File: src/rtl/sram_arbiter.sv
// ---------------------------------------------------------------------------
// sram_arbiter
//
// Purpose:
//   Shares one asynchronous-style SRAM between two requesters: the CPU
//   port and a debug/loader (DBG) port. A request seen while idle is
//   latched and serviced as one SRAM access lasting WAIT_CYC+1 cycles,
//   followed by a one-cycle completion pulse on the granted port.
//
// Parameters:
//   ADDR_W   SRAM address width
//   DATA_W   SRAM data width
//   WAIT_CYC extra SRAM access cycles beyond the first (0..15)
//
// Ports:
//   Clk, Reset                    clock, synchronous active-high reset
//   CPU_Req/WE/Addr/WData         CPU request, type, address, write data
//   CPU_RData, CPU_Ack            CPU read data, completion pulse
//   DBG_Req/WE/Addr/WData         debug request, type, address, write data
//   DBG_RData, DBG_Ack            debug read data, completion pulse
//   Mem_OE, Mem_WE                SRAM output / write enable
//   Mem_Addr, Mem_WData           SRAM address / write data
//   Mem_RData                     SRAM read data
//   Busy                          high whenever the FSM is not idle
//   Fsm_State                     current FSM state (debug visibility)
//
// Handshake:
//   Req is a level held by the requester until its Ack. Ack is a single
//   cycle pulse; RData is valid while Ack is high and holds afterwards
//   until the next read on that port completes. Req is only sampled in
//   IDLE, so a Req still high after Ack starts a new access.
//
// Optional feature:
//   Define MEM_ARB_RR_EN to resolve simultaneous requests round-robin
//   (the port not granted most recently wins). Without it the CPU wins
//   every tie and no last-grant state exists.
// ---------------------------------------------------------------------------
module sram_arbiter #(
  parameter int ADDR_W   = 16,
  parameter int DATA_W   = 16,
  parameter int WAIT_CYC = 2
) (
  input  logic              Clk,
  input  logic              Reset,
  // CPU port
  input  logic              CPU_Req,
  input  logic              CPU_WE,
  input  logic [ADDR_W-1:0] CPU_Addr,
  input  logic [DATA_W-1:0] CPU_WData,
  output logic [DATA_W-1:0] CPU_RData,
  output logic              CPU_Ack,
  // Debug / loader port
  input  logic              DBG_Req,
  input  logic              DBG_WE,
  input  logic [ADDR_W-1:0] DBG_Addr,
  input  logic [DATA_W-1:0] DBG_WData,
  output logic [DATA_W-1:0] DBG_RData,
  output logic              DBG_Ack,
  // SRAM side
  output logic              Mem_OE,
  output logic              Mem_WE,
  output logic [ADDR_W-1:0] Mem_Addr,
  output logic [DATA_W-1:0] Mem_WData,
  input  logic [DATA_W-1:0] Mem_RData,
  // Status
  output logic              Busy,
  output logic [1:0]        Fsm_State
);

  typedef enum logic [1:0] {
    IDLE   = 2'd0,
    ACCESS = 2'd1,
    DONE   = 2'd2
  } state_t;

  // Counter load value; the counter is 4 bits wide to cover 0..15.
  localparam logic [3:0] WAIT_LD = WAIT_CYC[3:0];

  state_t            state;
  logic [3:0]        cnt;
  logic              gnt_dbg;     // 1 = current access belongs to DBG
  logic              we_q;
  logic [ADDR_W-1:0] addr_q;
  logic [DATA_W-1:0] wdata_q;
  logic [DATA_W-1:0] cpu_rdata_q;
  logic [DATA_W-1:0] dbg_rdata_q;
  logic              pick_dbg;    // arbitration result for this cycle
  logic              any_req;

`ifdef MEM_ARB_RR_EN
  logic              last_dbg;    // 1 = most recent grant went to DBG
`endif

  assign any_req = CPU_Req | DBG_Req;

  // Arbitration: a lone request wins outright; a tie is fixed-priority
  // CPU, or goes to the port that did not win last time in RR builds.
  always_comb begin
    pick_dbg = 1'b0;
    if (DBG_Req && !CPU_Req) begin
      pick_dbg = 1'b1;
    end else if (DBG_Req && CPU_Req) begin
`ifdef MEM_ARB_RR_EN
      pick_dbg = ~last_dbg;
`else
      pick_dbg = 1'b0;
`endif
    end
  end

  always_ff @(posedge Clk) begin
    if (Reset) begin
      state       <= IDLE;
      cnt         <= 4'd0;
      gnt_dbg     <= 1'b0;
      we_q        <= 1'b0;
      addr_q      <= '0;
      wdata_q     <= '0;
      cpu_rdata_q <= '0;
      dbg_rdata_q <= '0;
      Mem_OE      <= 1'b0;
      Mem_WE      <= 1'b0;
      CPU_Ack     <= 1'b0;
      DBG_Ack     <= 1'b0;
      Busy        <= 1'b0;
`ifdef MEM_ARB_RR_EN
      last_dbg    <= 1'b1;
`endif
    end else begin
      // Acks are single-cycle pulses; only the ACCESS->DONE step sets one.
      CPU_Ack <= 1'b0;
      DBG_Ack <= 1'b0;

      case (state)
        IDLE: begin
          if (any_req) begin
            gnt_dbg <= pick_dbg;
            we_q    <= pick_dbg ? DBG_WE    : CPU_WE;
            addr_q  <= pick_dbg ? DBG_Addr  : CPU_Addr;
            wdata_q <= pick_dbg ? DBG_WData : CPU_WData;
            cnt     <= WAIT_LD;
            // Enables are registered so they are high exactly while in ACCESS.
            Mem_OE  <= pick_dbg ? ~DBG_WE : ~CPU_WE;
            Mem_WE  <= pick_dbg ?  DBG_WE :  CPU_WE;
            Busy    <= 1'b1;
            state   <= ACCESS;
`ifdef MEM_ARB_RR_EN
            last_dbg <= pick_dbg;
`endif
          end
        end

        ACCESS: begin
          if (cnt == 4'd0) begin
            // Last access cycle: SRAM data has settled, capture it for reads.
            if (!we_q) begin
              if (gnt_dbg) dbg_rdata_q <= Mem_RData;
              else         cpu_rdata_q <= Mem_RData;
            end
            Mem_OE  <= 1'b0;
            Mem_WE  <= 1'b0;
            CPU_Ack <= ~gnt_dbg;
            DBG_Ack <=  gnt_dbg;
            state   <= DONE;
          end else begin
            cnt <= cnt - 4'd1;
          end
        end

        DONE: begin
          Busy  <= 1'b0;
          state <= IDLE;
        end

        default: begin
          // Unused encoding: fall back to a quiet idle.
          Mem_OE <= 1'b0;
          Mem_WE <= 1'b0;
          Busy   <= 1'b0;
          state  <= IDLE;
        end
      endcase
    end
  end

  // Address/data come straight from the latched registers, which only
  // change at a grant, so they hold their last values while idle.
  assign Mem_Addr  = addr_q;
  assign Mem_WData = wdata_q;
  assign CPU_RData = cpu_rdata_q;
  assign DBG_RData = dbg_rdata_q;
  assign Fsm_State = state;

endmodule

File: config.mk
export PLATFORM = sky130hd
export DESIGN_NAME = sram_arbiter
export DESIGN_NICKNAME = d
export VERILOG_FILES = /design/src/rtl/sram_arbiter.sv
export SDC_FILE = /design/constraint.sdc
export NUM_CORES = 1
export LEC_CHECK = 0
export CORE_UTILIZATION = 38
export DETAILED_ROUTE_END_ITERATION = 6
export PLACE_DENSITY = 0.86
export SLEW_MARGIN = 25
export SYNTH_ARGS = -nofsm -noshare
export SYNTH_HDL_FRONTEND = slang
export SYNTH_SLANG_ARGS = --single-unit
File: constraint.sdc
create_clock -name Clk -period 1.6 [get_ports Clk]
set_clock_uncertainty 0.2 [all_clocks]
set_input_delay 0.32 -clock Clk [delete_from_list [all_inputs] [get_ports Clk]]
set_output_delay 0.32 -clock Clk [all_outputs]
set_load 0.1 [all_outputs]
==> flow_metrics.py, run 1 <==
metrics = {
    "global_route": {
        "grt_pass1_vias": 3465,
        "grt_max_degree": 34,
        "grt_usage_pct": 22.53,
        "grt_overflow": 0,
        "antenna_found_initial": 0,
        "grt_pass1_wl_um": 17150,
    },
    "pwr": {
        "p_total_mw": 7.240,
        "swShare_pct": 39.43,
        "ir_drop_mv": 0.7643,
        "power.internal_mw": 4.385,
        "seqPwrFrac_pct": 32.1,
        "comb_power_share_pct": 45.0,
        "p_clk_share_pct": 22.9,
        "power_density_mw_per_mm2": 1120,
        "leakage_nw": 2.523,
        "switching_power_mw": 2.855,
    },
    "critical_path": {
        "critPathTopFamily": "simple AND/OR/NAND/NOR gates",
        "crit_arrival_ns": 1.73,
        "slowest_delay_ns": 0.44,
        "worstPathMaxFanout": 6,
        "crit_buf_inv": 1,
        "worstPathRequired_ns": 1.63,
        "crit_type": "flip-flop to flip-flop",
        "cp-end-kind": "flip-flop",
        "slowest_stage": "or3b_4",
        "cp-start-kind": "flip-flop",
        "crit_chain": "inv_2 -> ha_4 -> or3b_4 -> and3_4 -> a311oi_1",
    },
    "route": {
        "postRouteAntennaNets": 0,
        "drt_pass1_iterations": 4,
        "drc": 0,
        "vias_per_cell": 5.301,
        "drtIter0Drc": 133,
        "wirelength_um": 11340,
        "vias": 3292,
        "wl_per_cell_um": 18.27,
    },
    "cts": {
        "clock_latency_ns": 0.33,
        "cts_tree": "yes",
        "cts.clk_slew.worst_paths_ns": 0.08,
        "clock-sinks": 77,
        "cts-root-buf": "clkbuf_8",
        "htree_levels": 3,
        "numCtsBuffers": 9,
        "clk_path_buf_depth": 2,
    },
    "cells_and_area": {
        "syn_to_final_growth_pct": 86.77,
        "fin_cells": 621,
        "drive_above_1_share_pct": 35.87,
        "multiInputGateArea_mm2": 0.001908,
        "fin_nets": 597,
        "register_area_mm2": 0.001551,
        "num_antenna_cells": 0,
        "final_util_pct": 73.76,
        "num-fill-cells": 562,
    },
    "timing": {
        "rsz0062_at_grt": "true",
        "setup_viol": 25,
        "whs_ns": 0.2732,
        "hold_viol": 0,
        "period_needed_ns": 1.704,
        "fin_tns_setup_ns": -0.8433,
        "slew_headroom_pct": 74.20,
        "worst_pin_slew_ns": 0.3870,
        "min_period_over_period_pct": 106.5,
        "worst_slack_ns": -0.1042,
        "clock.fmax_mhz": 586.8,
        "slew_viol_final": 0,
    },
    "floorplanning": {
        "io_pins": 157,
        "coreArea_mm2": 0.008763,
        "die_area_mm2": 0.009493,
        "start_util_pct": 39.49,
        "row_count": 34,
        "fp.dieH_um": 97.43,
        "die_w_um": 97.43,
    },
    "hold_path": {
        "hp-class": "input port to flip-flop",
    },
    "synth": {
        "ys_ff_latch": 77,
        "syn_area_mm2": 0.003461,
        "seq_area_frac_synth_pct": 44.54,
        "synthTopCellsByCount": "dfxtp_1, mux2i_1, nand2_1",
        "synth_edf_count": 0,
        "synthCells": 340,
        "synth.most_common_cell": "dfxtp_1",
        "synth_top_area_cell": "dfxtp_1",
        "avgSynthCellArea_um2": 10.18,
        "ys_warn_count": 0,
        "post-synth-top-area-fraction_pct": 44.54,
        "synthTopCellsByArea": "dfxtp_1, mux2i_1, a211oi_2, nand2_1, a21oi_1",
        "synthArstFlopShare_pct": 0,
        "synthFlopType": "dfxtp_1",
        "syn-num-nets": 428,
        "synthDistinctLibCells": 38,
    },
    "placed_design": {
        "portBuffers": 156,
        "routabilityCongestion": 0.7679,
        "dpl.hpwl_um": 7933,
        "dp_cells": 600,
    },
    "status": {
        "violations": "negative setup slack",
        "status": "complete, but fails checks",
    },
    "flow_run": {
        "maxCapViolations": 0,
    },
}
[cell families (layout without fill, tap and decap cells)]
group / Yosys count / after routing / synth area share (%)
and+or+nand+nor: 78 / 78 / 10.74
adders and majority gates: 2 / 2 / 0.7230
AOI/OAI and AO/OA: 82 / 82 / 19.52
buffers and inverters: 37 / 210 / 5.965
muxes: 64 / 64 / 18.51
DFF: 77 / 77 / 44.54
[power groups by stage]
| stage | logic (mW) | clock network, mW | registers, mW |
|---|---|---|---|
| detailed placement | 3.07 | 0 | 2.35 |
| global route | 3.35 | 1.76 | 2.35 |
| global placement | 3.01 | 0 | 2.35 |
| CTS | 3.17 | 1.68 | 2.32 |
| finish | 3.26 | 1.66 | 2.33 |
| floorplan | 0.725 | 0 | 3.46 |
[registers in the layout, indices dropped and copies added, names as in the netlist]
name,cells
Busy,1
we_q,1
gnt_dbg,1
Mem_OE,1
CPU_Ack,1
Fsm_State,2
Mem_WData,16
cnt,4
Mem_WE,1
CPU_RData,16
Mem_Addr,16
DBG_Ack,1
DBG_RData,16
[area by class of cell]
cell class | count | share of cell area (%)
Multi-Input combinational cell | 226 | 29.52
Sequential cell | 77 | 24.00
Clock buffer | 12 | 2.400
Inverter | 7 | 0.4065
Clock inverter | 3 | 1.065
Timing Repair Buffer | 188 | 40.51
Tap cell | 108 | 2.091
[path summary, 6_finish.rpt]
kind / startpoint / endpoint / slack (ns) / cells after the start
hold / removal: Reset / Mem_WData[4] / 0.27 / 3
setup reg to reg: cnt[0] / cnt[1] / -0.10 / 5
setup / recovery: cnt[0] / cnt[1] / -0.10 / 5
hold reg to reg: DBG_RData[14] / DBG_RData[14] / 0.30 / 2
[tightest hold or removal path, delay by kind of cell]
kind	cells	cell delay, ns
compound gates	1	0.05
buf+inv	2	0.39
[repair_timing]
item                                   4_1_cts  5_1_grt
setup endpoints to repair                   45       60
resized for setup                           29       16
endpoints found under the hold margin        0        0
buffers inserted                             5        1
cloned                                       1        0
hold buffers                                 0        0
pin swaps                                    2        4
[metrics by stage]
step                worst slack (ns)  instance area [um^2]
global route                 -0.1524                  6464
floorplan                   -0.06056                  3497
finish                       -0.1042                  6464
global placement             -0.3307                  5977
detailed placement           -0.4310                  5977
CTS                         -0.08301                  6394
[cells in the final DEF, fill, tap and decap left out, types with 3 or more instances in the layout]
cell type and count:
a21oi_1 34, buf_4 19, mux2i_1 57, a211oi_2 30, dfxtp_1 73, inv_1 3
a211oi_1 5, mux2i_2 3, o21ai_0 3, and3_4 3, mux2i_4 4, clkdlybuf4s50_1 82
nand2_1 50, clkbuf_8 11, nand3_1 3, buf_12 76, inv_2 3, buf_6 7
[routing by layer]
| metal | vias to the layer above | wire [um] | GRT usage [%] |
|---|---|---|---|
| li1 | 1551 | - | - |
| met1 | 1581 | 4201 | 23.17 |
| met2 | 131 | 6198 | 44.38 |
| met3 | 29 | 649 | 4.964 |
| met4 | 0 | 294 | 7.240 |
| met5 | - | 0 | 0 |
Power figures use the tool's default switching activity.
==> run 2, diff against run 1 <==
Settings changed: GPL_TIMING_DRIVEN set to 0.
==> run 2 against run 1 <==
Effect of this change:
- the flow still finishes with violations (negative setup slack)
- routed wire length shrank 9.5%
- combinational power decreased by 14%
- largest cell class is now multi-input combinational cells
- clock power down 2%
- global-route usage down 1.8 points
- design area down 14%
- worst setup slack got worse by 0.067 ns
- critical path depth stayed put
- die area did not move
- final cell count increased by 1.3%
- largest power group unchanged
==> flow_metrics.py, run 2 (synthesis gave the netlist of run 1 again) <==
metrics = {
    "status": {
        "status": "complete, but fails checks",
        "violations": "negative setup slack",
    },
    "pwr": {
        "switching_power_mw": 2.751,
        "power.internal_mw": 3.909,
        "p_clk_share_pct": 24.2,
        "power_density_mw_per_mm2": 1201,
        "swShare_pct": 41.31,
        "p_total_mw": 6.661,
        "leakage_nw": 2.285,
        "comb_power_share_pct": 42.2,
        "seqPwrFrac_pct": 33.5,
        "ir_drop_mv": 0.6536,
    },
    "critical_path": {
        "crit_chain": "inv_4 -> ha_4 -> nor2b_4 -> or4_4 -> a211oi_4",
        "timing.rr.start": "cnt[0]",
        "ff2ff_path_depth": 5,
        "crit_buf_inv": 1,
        "r2r-end": "cnt[2]",
        "critPathTopFamily": "simple AND/OR/NAND/NOR gates",
        "crit_type": "flip-flop to flip-flop",
        "worstPathRequired_ns": 1.64,
        "cp-end-kind": "flip-flop",
        "worstPathMaxFanout": 4,
        "slowest_delay_ns": 0.52,
        "slowest_stage": "or4_4",
        "cp-start-kind": "flip-flop",
        "ff2ff_setup_slack_ns": -0.17,
        "crit_arrival_ns": 1.81,
    },
    "route": {
        "drtIter0Drc": 102,
        "vias_per_cell": 5.092,
        "postRouteAntennaNets": 0,
        "wirelength_um": 10270,
        "wl_per_cell_um": 16.32,
        "vias": 3203,
        "drc": 0,
        "drt_pass1_iterations": 4,
    },
    "cells_and_area": {
        "layout_common_cells": "clkdlybuf4s50_1, buf_4, dfxtp_1",
        "syn_to_final_growth_pct": 60.23,
        "fin_nets": 604,
        "final_common_cell": "clkdlybuf4s50_1",
        "num_antenna_cells": 0,
        "drive_above_1_share_pct": 33.40,
        "final_area_mm2": 0.005545,
    },
    "cts": {
        "clk_path_buf_depth": 2,
        "cts.clk_slew.worst_paths_ns": 0.08,
        "htree_levels": 3,
        "cts_hold_buf": 0,
        "clock_latency_ns": 0.33,
        "cts_tree": "yes",
        "numCtsBuffers": 9,
        "clock-sinks": 77,
        "cts-root-buf": "clkbuf_8",
    },
    "floorplanning": {
        "io_pins": 157,
        "die_area_mm2": 0.009493,
        "die_w_um": 97.43,
        "start_util_pct": 39.49,
        "coreArea_mm2": 0.008763,
        "fp.dieH_um": 97.43,
        "row_count": 34,
    },
    "timing": {
        "period_needed_ns": 1.771,
        "rsz0062_at_grt": "true",
        "slew_viol_final": 0,
        "setup_viol": 31,
        "min_period_over_period_pct": 110.7,
        "worst_slack_ns": -0.1715,
        "hold_viol": 0,
        "clock.fmax_mhz": 564.5,
        "worst_pin_slew_ns": 0.6744,
        "slew_headroom_pct": 55.04,
    },
    "global_route": {
        "antenna_found_initial": 0,
        "grt_usage_pct": 20.69,
        "grt_max_degree": 14,
        "grt_pass1_vias": 3331,
        "grt_overflow": 0,
        "grt_pass1_wl_um": 15950,
    },
    "hold_path": {
        "min_to": "gnt_dbg",
        "hp-class": "input port to flip-flop",
        "min_from": "CPU_Req",
        "whs_path_depth": 2,
    },
    "placed_design": {
        "routabilityCongestion": 0.7641,
        "dpl_cell_area_mm2": 0.005184,
        "dpl.hpwl_um": 7425,
        "portBuffers": 155,
    },
    "flow_run": {
        "maxCapViolations": 0,
    },
}
-- run 2: changes by cell type in the layout (fill, tap and decap cells not counted), moves of 4 or more --
cell,change
buf_12,-74
buf_4,+61
clkbuf_1,+7
mux2i_1,+6
buf_6,+5
mux2i_4,-4
-- run 2: final cells by class --
class | instances | area (um^2)
fill | 726 | 3218
multi-input combinational | 226 | 1863
sequential | 77 | 1553
timing repair buffer | 166 | 1501
buffer | 29 | 236.5
clock buffer | 12 | 176.4
tap | 108 | 135.1
clock inverter | 4 | 51.30
inverter | 7 | 28.78
-- run 2: how the worst max path moves through the flow --
stage	from	endpoint	slack (ns)	depth (start not counted)
after CTS	cnt[0]	cnt[0]	-0.12	6
after global placement	DBG_Req	Mem_Addr[0]	-0.58	6
after detailed placement	CPU_Req	Mem_Addr[2]	-0.62	6
after floorplan	Fsm_State[0]	cnt[3]	-0.06	3
final	cnt[0]	cnt[2]	-0.17	5
after global routing	cnt[0]	cnt[2]	-0.22	5
-- run 2: power groups by stage --
| stage | combinational [mW] | sequential [mW] | clock [mW] |
|---|---|---|---|
| after floorplan | 0.725 | 3.46 | 0 |
| after global placement | 2.61 | 2.25 | 0 |
| after detailed placement | 2.65 | 2.25 | 0 |
| after CTS | 2.68 | 2.22 | 1.65 |
| after global routing | 2.92 | 2.25 | 1.75 |
| final | 2.81 | 2.23 | 1.62 |
-- run 2: timing repair --
action | 4_1_cts | 5_1_grt
pin swaps | 8 | 1
gates cloned | 0 | 2
setup endpoints to repair | 140 | 58
buffers inserted | 5 | 4
resized for setup | 456 | 25
-- run 2: metal layers --
layer / global-route usage, % / vias up / wire length (um)
li1: - / 1574 / -
met1: 22.98 / 1509 / 4062
met2: 37.98 / 103 / 5416
met3: 5.036 / 17 / 614
met4: 7.466 / 0 / 172
met5: 0 / - / 0
-- run 2: metrics by stage --
step,worst slack [ns],utilization (%),hold slack (ns),setup TNS (ns),std cells
floorplan,-0.06056,-,0.2166,-0.8192,340
global placement,-0.5836,59.15,0.2445,-50.99,603
detailed placement,-0.6205,59.15,0.2463,-53.19,603
CTS,-0.1188,61.28,0.2254,-1.318,624
global route,-0.2212,63.28,0.2197,-4.345,629
finish,-0.1715,63.28,0.2184,-1.671,629
==> run 3, diff against run 2 <==
Settings changed: CELL_PAD_IN_SITES_DETAIL_PLACEMENT set to 1, CELL_PAD_IN_SITES_GLOBAL_PLACEMENT set to 2, CORE_UTILIZATION 38 to 22.
==> run 3 against run 2 <==
Effect of this change:
- the flow still finishes with violations (negative setup slack)
- sequential cell count is the same
- design area grew 3.3%
- largest cell class unchanged
- routed wire length is 15% higher
- non-clock buffer count down 2
- via count rose by 0.81%
- fmax up 1.2%
- critical path depth up 2
- first-iteration DRC count is 50% lower
- utilization decreased by 26 points
- sequential power barely moved
- sequential share of layout area shrank 0.91 points
- register-to-register slack improved by 0.02 ns
==> flow_metrics.py, run 3 (synthesis gave the netlist of run 1 again) <==
metrics = {
    "status": {
        "status": "complete, but fails checks",
        "violations": "negative setup slack",
    },
    "critical_path": {
        "startpoint": "cnt[0]",
        "worstPathRequired_ns": 1.66,
        "cp-end-kind": "flip-flop",
        "cp-start-kind": "flip-flop",
        "crit_type": "flip-flop to flip-flop",
        "worstPathMaxFanout": 3,
        "timing.rr.start": "cnt[0]",
        "crit_arrival_ns": 1.81,
    },
    "cells_and_area": {
        "drive_above_1_share_pct": 33.72,
        "register_area_mm2": 0.001551,
        "layout_common_cells": "clkdlybuf4s50_1, buf_4, dfxtp_1",
        "syn_to_final_growth_pct": 65.47,
        "final_common_cell": "clkdlybuf4s50_1",
        "multiInputGateArea_mm2": 0.001859,
        "num_antenna_cells": 0,
        "fin_nets": 602,
        "num-fill-cells": 1685,
        "final_area_mm2": 0.005727,
    },
    "pwr": {
        "leakage_nw": 2.312,
        "power_density_mw_per_mm2": 1263,
        "p_total_mw": 7.234,
        "ir_drop_mv": 0.4706,
    },
    "global_route": {
        "grt_pass1_wl_um": 18160,
        "grt_pass1_vias": 3486,
        "grt_overflow": 0,
        "antenna_found_initial": 0,
        "grt_max_degree": 14,
        "grt_usage_pct": 14.36,
    },
    "timing": {
        "slew_viol_final": 0,
        "slew_headroom_pct": 51.98,
        "worst_slack_ns": -0.1505,
        "period_needed_ns": 1.751,
        "hold_viol": 0,
        "rsz0062_at_grt": "true",
        "min_period_over_period_pct": 109.4,
        "worst_pin_slew_ns": 0.7202,
        "setup_viol": 31,
        "clock.fmax_mhz": 571.3,
    },
    "route": {
        "wirelength_um": 11790,
        "vias": 3229,
        "wl_per_cell_um": 16.15,
        "drtIter0Drc": 51,
        "drc": 0,
        "drt_pass1_iterations": 4,
        "vias_per_cell": 4.423,
        "postRouteAntennaNets": 0,
    },
    "cts": {
        "cts.clk_slew.worst_paths_ns": 0.07,
        "clock-sinks": 77,
        "clk_path_buf_depth": 2,
        "cts_tree": "yes",
        "numCtsBuffers": 9,
        "clock_latency_ns": 0.34,
        "cts_hold_buf": 0,
        "cts-root-buf": "clkbuf_16",
        "htree_levels": 3,
    },
    "placed_design": {
        "post-place-ws_ns": -0.6651,
        "portBuffers": 155,
        "dpl.hpwl_um": 8713,
        "dpl_cell_area_mm2": 0.005313,
        "routabilityCongestion": 0.7267,
    },
    "floorplanning": {
        "die_area_mm2": 0.01624,
        "die_w_um": 127.4,
        "coreArea_mm2": 0.01526,
        "fp.dieH_um": 127.4,
        "start_util_pct": 22.68,
        "row_count": 45,
        "io_pins": 157,
    },
    "hold_path": {
        "min_from": "CPU_Req",
        "hp-class": "input port to flip-flop",
    },
    "flow_run": {
        "maxCapViolations": 0,
    },
}
-- run 3: final cells by class --
cell class	instances	share of cell area (%)
Sequential cell	77	27.09
Multi-Input combinational cell	226	32.47
Timing Repair Buffer	164	25.63
Inverter	7	0.4588
Tap cell	211	4.610
Clock buffer	10	3.998
Buffer	29	4.239
Clock inverter	6	1.508
-- run 3: worst max-delay path: stages (launching register included) --
cell and delay, ns:
dfxtp_2 0.33, inv_2 0.07, buf_4 0.11, buf_6 0.10
ha_4 0.12, inv_1 0.04, or4_4 0.47, a211oi_2 0.21
-- run 3: final timing paths --
check	to	slack, ns	depth (start not counted)
setup reg to reg	cnt[2]	-0.15	7
setup / recovery	cnt[2]	-0.15	7
hold / removal	gnt_dbg	0.05	2
hold reg to reg	DBG_RData[7]	0.27	2
-- run 3: metal layers --
layer  vias up  GRT usage (%)  share of wire, %
met1      1532          15.90                41
met3         9          5.863                11
met2       127          24.82                46
met5         -              0                 0
li1       1561              -                 -
met4         0          4.832               1.1
-- run 3: repair_timing --
item	in CTS	in global routing
buffers inserted	4	4
endpoints found under the setup margin	143	64
pin swaps	4	7
hold endpoints to repair	0	0
gates cloned	1	0
gates resized for setup	463	22
-- run 3: through the flow --
step | hold slack (ns) | setup TNS [ns] | instances | util [%]
global route | 0.05783 | -6.121 | 730 | 37.53
CTS | 0.2256 | -2.313 | 727 | 36.91
global placement | 0.2422 | -53.72 | 706 | 34.82
detailed placement | 0.2537 | -56.55 | 706 | 34.82
finish | 0.04865 | -2.532 | 730 | 37.53
floorplan | 0.2166 | -0.8192 | 340 | -
-- run 3: power by group --
group	switching (mW)	total (mW)	internal [mW]	leakage [nW]
logic	1.92	2.80	0.879	1.52
clock network	0.836	2.20	1.37	0.154
registers	0.127	2.23	2.11	0.634
